===== config.mk =====
export PLATFORM = sky130hd
export DESIGN_NAME = io_enq_policy_flat
export DESIGN_NICKNAME = d
export VERILOG_FILES = /design/src/rtl/io_enq_policy_if.sv /design/src/rtl/io_enq_policy.sv /design/src/flat_wrapper.sv
export SDC_FILE = /design/constraint.sdc
export NUM_CORES = 1
export LEC_CHECK = 0
export BUFFER_PORTS_ARGS = -buffer_cell sky130_fd_sc_hd__buf_2
export CAP_MARGIN = 40
export CORE_ASPECT_RATIO = 0.75
export CORE_MARGIN = 2
export CORE_UTILIZATION = 25
export DETAILED_ROUTE_END_ITERATION = 16
export HOLD_SLACK_MARGIN = 0.05
export PLACE_DENSITY = 0.4
export RECOVER_POWER = 100
export SYNTH_ARGS = -nofsm -noshare
export SYNTH_HDL_FRONTEND = slang
export SYNTH_SLANG_ARGS = --single-unit

===== constraint.sdc =====
create_clock -name clock -period 6.4 [get_ports clock]
set_input_delay 1.28 -clock clock [delete_from_list [all_inputs] [get_ports clock]]
set_output_delay 1.28 -clock clock [all_outputs]
set_load 0.02 [all_outputs]

===== src/rtl/io_enq_policy_if.sv =====
// Enqueue-policy bundle between dispatch, the issue-queue entry array and select logic.
// The slave modport is the policy block; the master modport is its environment.
interface io_enq_policy_if #(
   parameter int QUEUE_SIZE = 8,
   parameter int CNT_W      = $clog2(QUEUE_SIZE + 1)
);
   logic                  flush;
   logic                  enq_valid;
   logic                  enq_ready;
   logic                  enq_fire;
   logic [QUEUE_SIZE-1:0] enq_ptr_oh;
   logic [QUEUE_SIZE-1:0] enq_valid_oh;
   logic                  deq_fire;
   logic [QUEUE_SIZE-1:0] deq_valid_oh;
   logic [QUEUE_SIZE-1:0] valid_dec;
   logic [CNT_W-1:0]      free_cnt;
   logic                  full;
   logic                  empty;

   modport slave (
      input  flush, enq_valid, deq_fire, deq_valid_oh,
      output enq_ready, enq_fire, enq_ptr_oh, enq_valid_oh, valid_dec, free_cnt, full, empty
   );

   modport master (
      output flush, enq_valid, deq_fire, deq_valid_oh,
      input  enq_ready, enq_fire, enq_ptr_oh, enq_valid_oh, valid_dec, free_cnt, full, empty
   );
endinterface


===== src/rtl/io_enq_policy.sv =====
// Issue-queue enqueue policy: registered occupancy/pointer/count (1-cycle update), next slot is first free at or after ptr.
// enq_ready drops when full or flushing; IO_ENQ_FULL_BYPASS_EN lets a full queue accept into the slot freed this cycle.
module io_enq_policy #(
   parameter int QUEUE_SIZE = 8,
   parameter int CNT_W      = $clog2(QUEUE_SIZE + 1)
) (
   input logic            clock,
   input logic            reset,
   io_enq_policy_if.slave io
);

   logic [QUEUE_SIZE-1:0] valid_q;
   logic [QUEUE_SIZE-1:0] ptr_q;
   logic [CNT_W-1:0]      cnt_q;

   logic                  full_w;
   logic                  empty_w;
   logic                  ready_w;
   logic                  fire_w;
   logic [QUEUE_SIZE-1:0] free_oh;
   logic [QUEUE_SIZE-1:0] wr_oh;
   logic [QUEUE_SIZE-1:0] valid_next;
   logic [CNT_W-1:0]      cnt_next;
   logic [QUEUE_SIZE-1:0] base_oh;
   logic [QUEUE_SIZE-1:0] avail;
   logic [QUEUE_SIZE-1:0] avail_hi;
   logic [QUEUE_SIZE-1:0] pick;
   logic [QUEUE_SIZE-1:0] ptr_next;

   assign full_w  = &valid_q;
   assign empty_w = ~|valid_q;

   // A free aimed at an empty slot must not touch the count.
   assign free_oh = (io.deq_fire ? io.deq_valid_oh : '0) & valid_q;

`ifdef IO_ENQ_FULL_BYPASS_EN
   assign ready_w = (~full_w | (io.deq_fire & |free_oh)) & ~io.flush;
   assign wr_oh   = ~fire_w ? '0 : (full_w ? free_oh : ptr_q);
`else
   assign ready_w = ~full_w & ~io.flush;
   assign wr_oh   = fire_w ? ptr_q : '0;
`endif

   assign fire_w     = io.enq_valid & ready_w;
   assign valid_next = (valid_q & ~free_oh) | wr_oh;
   assign cnt_next   = cnt_q + CNT_W'(|free_oh) - CNT_W'(fire_w);

   // Round-robin search: free slots at or above the base first, else lowest free slot overall.
   assign base_oh  = fire_w ? {ptr_q[QUEUE_SIZE-2:0], ptr_q[QUEUE_SIZE-1]} : ptr_q;
   assign avail    = ~valid_next;
   assign avail_hi = avail & ~(base_oh - QUEUE_SIZE'(1));

   always_comb begin
      pick = '0;
      if (|avail_hi) begin
         pick = avail_hi & (~avail_hi + QUEUE_SIZE'(1));
      end else begin
         pick = avail & (~avail + QUEUE_SIZE'(1));
      end
      ptr_next = (|avail) ? pick : ptr_q;
   end

   always_ff @(posedge clock) begin
      if (reset || io.flush) begin
         valid_q <= '0;
         ptr_q   <= QUEUE_SIZE'(1);
         cnt_q   <= CNT_W'(QUEUE_SIZE);
      end else begin
         valid_q <= valid_next;
         ptr_q   <= ptr_next;
         cnt_q   <= cnt_next;
      end
   end

   assert property (@(posedge clock) disable iff (reset)
      cnt_q == CNT_W'(QUEUE_SIZE - $countones(valid_q)));

   assign io.enq_ready    = ready_w;
   assign io.enq_fire     = fire_w;
   assign io.enq_ptr_oh   = ptr_q;
   assign io.enq_valid_oh = wr_oh;
   assign io.valid_dec    = valid_q;
   assign io.free_cnt     = cnt_q;
   assign io.full         = full_w;
   assign io.empty        = empty_w;

endmodule


===== src/flat_wrapper.sv =====
// flat-port wrapper written by rule: the top's interface ports become plain ports
module io_enq_policy_flat 
#(
   parameter int QUEUE_SIZE = 8,
   parameter int CNT_W      = $clog2(QUEUE_SIZE + 1)
)
  (clock, reset, io_flush, io_enq_valid, io_deq_fire, io_deq_valid_oh, io_enq_ready, io_enq_fire, io_enq_ptr_oh, io_enq_valid_oh, io_valid_dec, io_free_cnt, io_full, io_empty);
  io_enq_policy_if #(.QUEUE_SIZE(QUEUE_SIZE), .CNT_W(CNT_W)) io_i ();
  input logic clock;
  input logic reset;
  input wire logic [$bits(io_i.flush)-1:0] io_flush;
  input wire logic [$bits(io_i.enq_valid)-1:0] io_enq_valid;
  input wire logic [$bits(io_i.deq_fire)-1:0] io_deq_fire;
  input wire logic [$bits(io_i.deq_valid_oh)-1:0] io_deq_valid_oh;
  output wire logic [$bits(io_i.enq_ready)-1:0] io_enq_ready;
  output wire logic [$bits(io_i.enq_fire)-1:0] io_enq_fire;
  output wire logic [$bits(io_i.enq_ptr_oh)-1:0] io_enq_ptr_oh;
  output wire logic [$bits(io_i.enq_valid_oh)-1:0] io_enq_valid_oh;
  output wire logic [$bits(io_i.valid_dec)-1:0] io_valid_dec;
  output wire logic [$bits(io_i.free_cnt)-1:0] io_free_cnt;
  output wire logic [$bits(io_i.full)-1:0] io_full;
  output wire logic [$bits(io_i.empty)-1:0] io_empty;
  assign io_i.flush = io_flush;
  assign io_i.enq_valid = io_enq_valid;
  assign io_i.deq_fire = io_deq_fire;
  assign io_i.deq_valid_oh = io_deq_valid_oh;
  assign io_enq_ready = io_i.enq_ready;
  assign io_enq_fire = io_i.enq_fire;
  assign io_enq_ptr_oh = io_i.enq_ptr_oh;
  assign io_enq_valid_oh = io_i.enq_valid_oh;
  assign io_valid_dec = io_i.valid_dec;
  assign io_free_cnt = io_i.free_cnt;
  assign io_full = io_i.full;
  assign io_empty = io_i.empty;
  io_enq_policy #(.QUEUE_SIZE(QUEUE_SIZE), .CNT_W(CNT_W)) u_core (.clock(clock), .reset(reset), .io(io_i));
endmodule

==> run metrics, run 1 <==
Slowest-stage cell, CP=sky130_fd_sc_hd__o32ai_1; area growth from synthesis to layout=18.1%; most frequent cells in the layout=32 x sky130_fd_sc_hd__clkbuf_1, 27 x sky130_fd_sc_hd__nor2_1, 23 x sky130_fd_sc_hd__nand2_1; Buf+Inv Stages, Crit Path=2; detailed-route DRC error count=0; worst max-slew margin expressed relative to the limit=34.7%; result of the run=finished, final reports clean; final setup skew=0.00894 ns; Pwr Density=180 nW/um^2; async set-reset flop share out of synthesis=0%; count of final setup violators=0; instance count after placement with tap cells included=around 320; cell at the root of the clock tree=sky130_fd_sc_hd__clkbuf_8; post-route minimum period=4.94 ns; vias per cell=5.17; global-route wire length before repair=8.54 mm; synthesized area=1560 um^2; top cell type's share of synthesized area=25.7%; post-synthesis cell count=203; top flip-flop cell by instance count after synthesis=sky130_fd_sc_hd__dfxtp_1; element type at the critical path end=flop; Max Cap Viol=0; Final ANT Viol Nets=0; Clk Latency, worst-skew pair=0.28 ns; Worst path top cell family by delay=compound AO/OA/AOI/OAI gates; Setup Fix Bufs, Post-CTS=0; Post-layout nets=265; Fmax achieved=202 MHz; WL final=about 5.4 mm; critical path class=in2reg; Reg-to-Reg Start=u_core.io.valid_dec[1]; routed len/inst=16.7 um; beginning of the worst hold path=u_core.io.enq_ptr_oh[6]; cells along the critical path=clkbuf_1, and2b_1, o21ai_0, inv_1, mux2i_1, ha_1, or4b_1, o21ai_0, o2bb2ai_1, o32ai_1, nor4_1, mux2i_1, a21oi_1; RSZ-0062 raised after global routing=false; min-delay worst type=reg2reg; Avg Synthesized Cell Area=~7.7 um^2; delay of the slowest cell on the worst path=just under 0.8 ns; Die W=~95 um; I/O pins=45; slack of the worst reg-to-reg path=1.85 ns; Resize count post-CTS=0; clock tree buffer depth=2; antenna violations before repair=0; Worst Tran Pin Value=between 0.9 and 1 ns; Distinct cells, synth=58; area of the die=~7000 um^2; critical path launch point type=primary input; Critical R2R Capture=u_core.io.enq_ptr_oh[5]; area of the core=5920 um^2; worst hold stages=2; final hold violation count=0; yosys synthesis warning count=0; Period Utilization, post-route=77.2%; Worst Path Arrival=approximately 5.1 ns; count of standard-cell rows=24; post-cts hold buffer count=0; initial standard-cell utilization of the core=26.3%; final weighted congestion of routability-driven global placement=0.832; Setup Total Neg Slack=0 ns; final instance count without filler cells=roughly 320; CP required=approximately 6.6 ns; TritonCTS sink count=20; half-perimeter wire length after detailed placement=~4.3 mm; count of flip-flops with a built-in enable after synthesis=0; number of pins with negative max-slew slack in the final report=0; die outline height=72.3 um; ratio of cells with drive above 1 in the final layout=10.6%; H-tree Lvls=1; number of cells traversed by the worst register-to-register path=12; net count after synthesis=222; Port Buffer Count=44; leakage dissipation=0.673 nW; Max FO, Critical Path=10; CTS tree=done; largest area contributor in the synthesized netlist=sky130_fd_sc_hd__dfxtp_1; post-layout util=31.1%; via count of the first global-routing pass=1,523; ant diodes=0; WHS Endpoint=u_core.io.enq_ptr_oh[6]; flops & latches, synth=20; residual overflow from global routing=0; Pre-antenna DRT Iters=4; final total power=331 uW; top cells by area in the synthesized netlist=sky130_fd_sc_hd__dfxtp_1 26%, sky130_fd_sc_hd__nor2_1 6.5%, sky130_fd_sc_hd__nand2_1 5.5%; most common library cell in the layout ignoring fill and taps=sky130_fd_sc_hd__clkbuf_1; number of buffers created by CTS=3; pin count of the biggest net entering global routing=14; clock edge transition at the registers on the reported setup and hold paths=0.09 ns; total number of vias=between 1,500 and 2,000; First DRT Iteration DRCs=slightly above 70; highest ir drop seen on vdd=0.0726 mV; sequential share of the synthesized area=approximately a quarter; total routing usage reported by global routing=16.4%
[cell families after synthesis]
group           share of synthesized area, %
compound gates                          28.4
xor+xnor                                1.69
fa+ha+maj                               5.31
buf+inv                                 5.31
flops                                   25.7
mux                                     2.17
simple gates                            31.4
[metal layers]
| metal | wire length (um) | part of all wire (%) | track usage [%] | up-vias |
|---|---|---|---|---|
| met2 | 2140 | 40 | 22.5 | 50 |
| li1 | - | - | - | 838 |
| met4 | 66 | 1.2 | 4.35 | 0 |
| met1 | 2910 | 54 | 25.3 | 775 |
| met5 | 0 | 0 | 0 | - |
| met3 | 285 | 5.3 | 3.53 | 7 |
[cells in the mapped netlist, types with 2 or more instances]
library cell and number:
sky130_fd_sc_hd__inv_1 12, sky130_fd_sc_hd__nand2_1 23, sky130_fd_sc_hd__nor3_1 4, sky130_fd_sc_hd__o21ai_1 4
sky130_fd_sc_hd__nand3_1 6, sky130_fd_sc_hd__a21boi_0 3, sky130_fd_sc_hd__nor2_1 27, sky130_fd_sc_hd__a31oi_1 3
sky130_fd_sc_hd__nor4_1 2, sky130_fd_sc_hd__a22oi_1 5, sky130_fd_sc_hd__inv_2 2, sky130_fd_sc_hd__or4_4 2
sky130_fd_sc_hd__or4_1 2, sky130_fd_sc_hd__or3_1 3, sky130_fd_sc_hd__o21ai_0 9, sky130_fd_sc_hd__o31ai_1 3
sky130_fd_sc_hd__mux2i_1 2, sky130_fd_sc_hd__ha_1 5, sky130_fd_sc_hd__a21oi_1 13, sky130_fd_sc_hd__and2_1 4
sky130_fd_sc_hd__clkbuf_1 5, sky130_fd_sc_hd__xor2_1 2, sky130_fd_sc_hd__dfxtp_1 20, sky130_fd_sc_hd__and3_1 2
sky130_fd_sc_hd__or2_2 2, sky130_fd_sc_hd__nand4_2 2, sky130_fd_sc_hd__o211ai_1 5
[through the flow]
step           area (um^2)  hold WS (ns)  setup WS (ns)
6_report              1840         0.583           1.46
5_1_grt               1840         0.631           1.12
4_1_cts               1920         0.593           2.30
3_5_place_dp          1840         0.580           2.02
3_3_place_gp          1840         0.594           2.08
2_1_floorplan         1560         0.614           2.51
[registers in the layout (all words and copies together) (netlist names)]
register              cells
u_core.io.free_cnt        4
u_core.io.enq_ptr_oh      8
u_core.io.valid_dec       8
[worst max path at each step]
stage | from | to | slack, ns | depth (start not counted)
floorplan | io_flush | u_core.io.enq_ptr_oh[5] | 2.51 | 12
global route | io_flush | u_core.io.enq_ptr_oh[5] | 1.12 | 13
global placement | io_flush | u_core.io.enq_ptr_oh[5] | 2.08 | 13
detailed placement | io_flush | u_core.io.enq_ptr_oh[5] | 2.02 | 13
finish | io_flush | u_core.io.enq_ptr_oh[5] | 1.46 | 13
CTS | io_flush | u_core.io.enq_ptr_oh[5] | 2.30 | 13
[tightest hold or removal path: stages, from the launching register on]
cell and delay, ns:
sky130_fd_sc_hd__dfxtp_1 0.39, sky130_fd_sc_hd__nand3_1 0.09, sky130_fd_sc_hd__o31ai_1 0.06
[where the power goes]
part | leakage (nW) | switching [mW] | internal [mW]
Combinational | 0.475 | 0.0400 | 0.0241
Clock | 0.0357 | 0.0513 | 0.0838
Sequential | 0.162 | 0.00452 | 0.127
[area by class of cell]
cell class | instances | area [um^2]
tap | 78 | 97.6
clock inverter | 1 | 30.0
multi-input combinational | 163 | 1040
clock buffer | 3 | 41.3
fill | 673 | 4080
sequential | 20 | 400
inverter | 14 | 52.6
timing repair buffer | 44 | 180
(Power assumes the default switching activity.)
==> run 2, diff against run 1 <==
- ABC_AREA: unset -> 1
- clock period: 6.4 -> 5 ns (I/O delays scaled with it)
==> run 2 against run 1 <==
  * Sequential cell count is the same
  * Design area increased by 2.5%
  * Via count grew 1.9%
  * Critical endpoint is now u_core.io.enq_ptr_oh[4]
  * Non-clock buffer count did not move
  * Critical path type unchanged
  * Area after synthesis grew 4.0%
  * Utilization shrank 1.1 points
  * Hold slack worse by 0.056 ns
  * Power grew 15%
  * Setup slack lost 0.18 ns
  * Die area grew 3.8%
  * Critical path depth unchanged
  * Largest cell class unchanged
  * Sequential share of layout area down 0.52 points
==> run metrics, run 2 <==
count of flip-flops with a built-in enable after synthesis=0 (unchanged); leakage dissipation=0.936 nW (+39%); Final ANT Viol Nets=0 (unchanged); pin count of the biggest net entering global routing=15 (+1); area of the multi-input gates=963 um^2 (-7.0%); WL final=4.68 mm (-13%); area of the core=6290 um^2 (+6.3%); final setup skew=0.00195 ns (-0.00699 ns); Worst Tran Pin Value=0.539 ns (-0.431 ns); clock tree buffer depth=2 (unchanged); worst-case hold slack=0.528 ns (-0.0557 ns); Port Buffer Count=44 (unchanged); Resize count post-CTS=0 (unchanged); CP required=5.20 ns (-1.36 ns); beginning of the worst hold path=u_core.io.enq_ptr_oh[6]; final-layout fill cell count=729 (+8.3%); post-layout util=30.0% (-1.1 points); top flip-flop cell by instance count after synthesis=sky130_fd_sc_hd__dfxtp_1; synthesized area=1620 um^2 (+4.0%); post-synthesis cell count=248 (+22%); vias per cell=4.55 (-12%); delay of the slowest cell on the worst path=0.44 ns (-0.33 ns); ratio of cells with drive above 1 in the final layout=15.7% (+5.1 points); Clk Latency, worst-skew pair=0.26 ns (-0.02 ns); global-route wire length before repair=7.52 mm (-12%); worst max-slew margin expressed relative to the limit=63.9% (+29 points); Fmax achieved=269 MHz; final hold violation count=0 (unchanged); Post-layout nets=313 (+18%); H-tree Lvls=1 (unchanged); routed len/inst=12.5 um (-25%); Pre-antenna DRT Iters=5 (+1); count leader, synth=sky130_fd_sc_hd__nand2_1; Setup Total Neg Slack=0 ns (unchanged); Die W=96.9 um (+1.9%); number of cells traversed by the worst register-to-register path=15 (+3); initial standard-cell utilization of the core=25.8% (-0.56 points); TritonCTS sink count=20 (unchanged); element type at the critical path end=flop; detailed-route DRC error count=0 (unchanged); Avg Synthesized Cell Area=6.53 um^2 (-15%); Slowest-stage cell, CP=sky130_fd_sc_hd__nor2_1; yosys synthesis warning count=0 (unchanged); sequential share of the synthesized area=24.7% (-0.99 points); most common library cell in the layout ignoring fill and taps=sky130_fd_sc_hd__nand2_1; most numerous cell on the critical path=sky130_fd_sc_hd__nand2_1; net count after synthesis=267 (+20%); area of the die=7140 um^2 (+3.8%); top cell type's share of synthesized area=24.7% (-0.99 points); top cells by area in the synthesized netlist=sky130_fd_sc_hd__dfxtp_1 25%, sky130_fd_sc_hd__nand2_1 14%, sky130_fd_sc_hd__inv_1 9.7%; I/O pins=45 (unchanged); critical path class=in2reg; WHS Endpoint=u_core.io.enq_ptr_oh[6]; antenna violations before repair=0 (unchanged); highest ir drop seen on vdd=0.0824 mV (+13%); First DRT Iteration DRCs=116 (+63%); post-cts hold buffer count=0 (unchanged); via count of the first global-routing pass=1,500 (-1.5%); count of standard-cell rows=25 (+4.2%); total routing usage reported by global routing=13.1% (-3.3 points); cells along the critical path=buf_2, inv_1, nand3_1, o21ai_0, clkinvlp_2, ha_1, nand2_1, nand2_1, nor2_4, nand3_4, nor2_1, nand4_1, a21oi_1; RSZ-0062 raised after global routing=false; post-route minimum period=about 3.7 ns; flops & latches, synth=20 (unchanged); most frequent cells in the layout=62 x sky130_fd_sc_hd__nand2_1, 43 x sky130_fd_sc_hd__inv_1, 28 x sky130_fd_sc_hd__clkbuf_1; largest area contributor in the synthesized netlist=sky130_fd_sc_hd__dfxtp_1; most instantiated cells after synthesis=60 x sky130_fd_sc_hd__nand2_1, 42 x sky130_fd_sc_hd__inv_1, 23 x sky130_fd_sc_hd__nand3_1, 23 x sky130_fd_sc_hd__nor2_1, 20 x sky130_fd_sc_hd__dfxtp_1; FF/Latch Area=400 um^2 (unchanged); min-delay worst type=reg2reg; ant diodes=0 (unchanged); critical path launch point type=primary input; final weighted congestion of routability-driven global placement=0.834 (+0.20%); count of final setup violators=0 (unchanged); Setup Fix Bufs, Post-CTS=0 (unchanged); async set-reset flop share out of synthesis=0% (unchanged); CTS tree=done; Worst Path Arrival=3.92 ns (-1.18 ns); Critical R2R Capture=u_core.io.enq_ptr_oh[4]; total number of vias=1,701 (+1.9%); die outline height=73.7 um (+1.9%); worst hold stages=2 (unchanged); result of the run=finished, final reports clean; slack of the worst reg-to-reg path=1.68 ns (-0.17 ns); Reg-to-Reg Start=u_core.io.valid_dec[7]; Max FO, Critical Path=11 (+1); Max Cap Viol=0 (unchanged); Pwr Density=202 nW/um^2 (+12%); Period Utilization, post-route=between 70 and 80%; clock edge transition at the registers on the reported setup and hold paths=0.08 ns (about the same); Distinct cells, synth=30 (-48%); half-perimeter wire length after detailed placement=3.76 mm (-12%); residual overflow from global routing=0 (unchanged); area growth from synthesis to layout=16.3%; number of buffers created by CTS=3 (unchanged); cell at the root of the clock tree=sky130_fd_sc_hd__clkbuf_8; number of pins with negative max-slew slack in the final report=0 (unchanged)
[run 2: changes by cell type after synthesis, moves of 7 or more]
cell,delta
sky130_fd_sc_hd__nand2_1,+37
sky130_fd_sc_hd__inv_1,+30
sky130_fd_sc_hd__nand3_1,+17
sky130_fd_sc_hd__nand4_1,+9
sky130_fd_sc_hd__nand2_2,+8
sky130_fd_sc_hd__a21oi_1,-7
[run 2: critical path, delay by kind of cell]
kind	cells	cell delay, ns
compound gates	2	0.59
fa+ha+maj	1	0.36
buf+inv	3	0.57
simple gates	7	1.38
[run 2: routing by layer]
layer	track usage [%]	vias to the layer above	wire (um)
li1	-	879	-
met2	18.8	55	1840
met3	2.76	2	266
met5	0	-	0
met1	20.0	765	2540
met4	2.82	0	33
[run 2: area by class of cell]
class,count,share of cell area (%)
inverter,47,9.44
sequential,20,21.3
clock buffer,4,2.92
timing repair buffer,44,9.83
tap,81,5.38
multi-input combinational,178,51.2
[run 2: cell families (layout without fill, tap and decap cells)]
| logic type | Yosys count | in the layout | share of synthesized area (%) |
|---|---|---|---|
| xor gates and xnor gates | 2 | 2 | 1.08 |
| and+or+nand+nor | 153 | 153 | 50.5 |
| buffers and inverters | 50 | 95 | 12.4 |
| DFF | 20 | 20 | 24.7 |
| AOI/OAI and AO/OA | 17 | 17 | 6.11 |
| adders and majority gates | 6 | 6 | 5.10 |
[run 2: how the worst max path moves through the flow]
| stage | from | end | slack (ns) | cells after the start |
|---|---|---|---|---|
| after floorplan | io_flush | io_enq_valid_oh[6] | 2.21 | 6 |
| after global placement | io_flush | u_core.io.enq_ptr_oh[2] | 1.95 | 17 |
| after detailed placement | io_flush | u_core.io.enq_ptr_oh[2] | 1.88 | 17 |
| after CTS | io_flush | io_enq_valid_oh[6] | 2.02 | 7 |
| after global routing | io_flush | u_core.io.enq_ptr_oh[2] | 1.04 | 15 |
| final | io_flush | u_core.io.enq_ptr_oh[4] | 1.28 | 13 |
[run 2: through the flow]
step / power [mW] / setup slack, ns / instances / area (um^2)
after global routing: 0.406 / 1.04 / 374 / 1880
after global placement: 0.263 / 1.95 / 370 / 1920
final: 0.381 / 1.28 / 374 / 1880
after CTS: 0.393 / 2.02 / 374 / 1970
after detailed placement: 0.262 / 1.88 / 370 / 1920
after floorplan: 0.238 / 2.21 / 248 / 1620
[run 2: where the power goes]
| group | switching, mW | internal [mW] |
|---|---|---|
| registers | 0.00395 | 0.163 |
| logic | 0.0585 | 0.0280 |
| clock network | 0.0576 | 0.0702 |
| total | 0.120 | 0.261 |
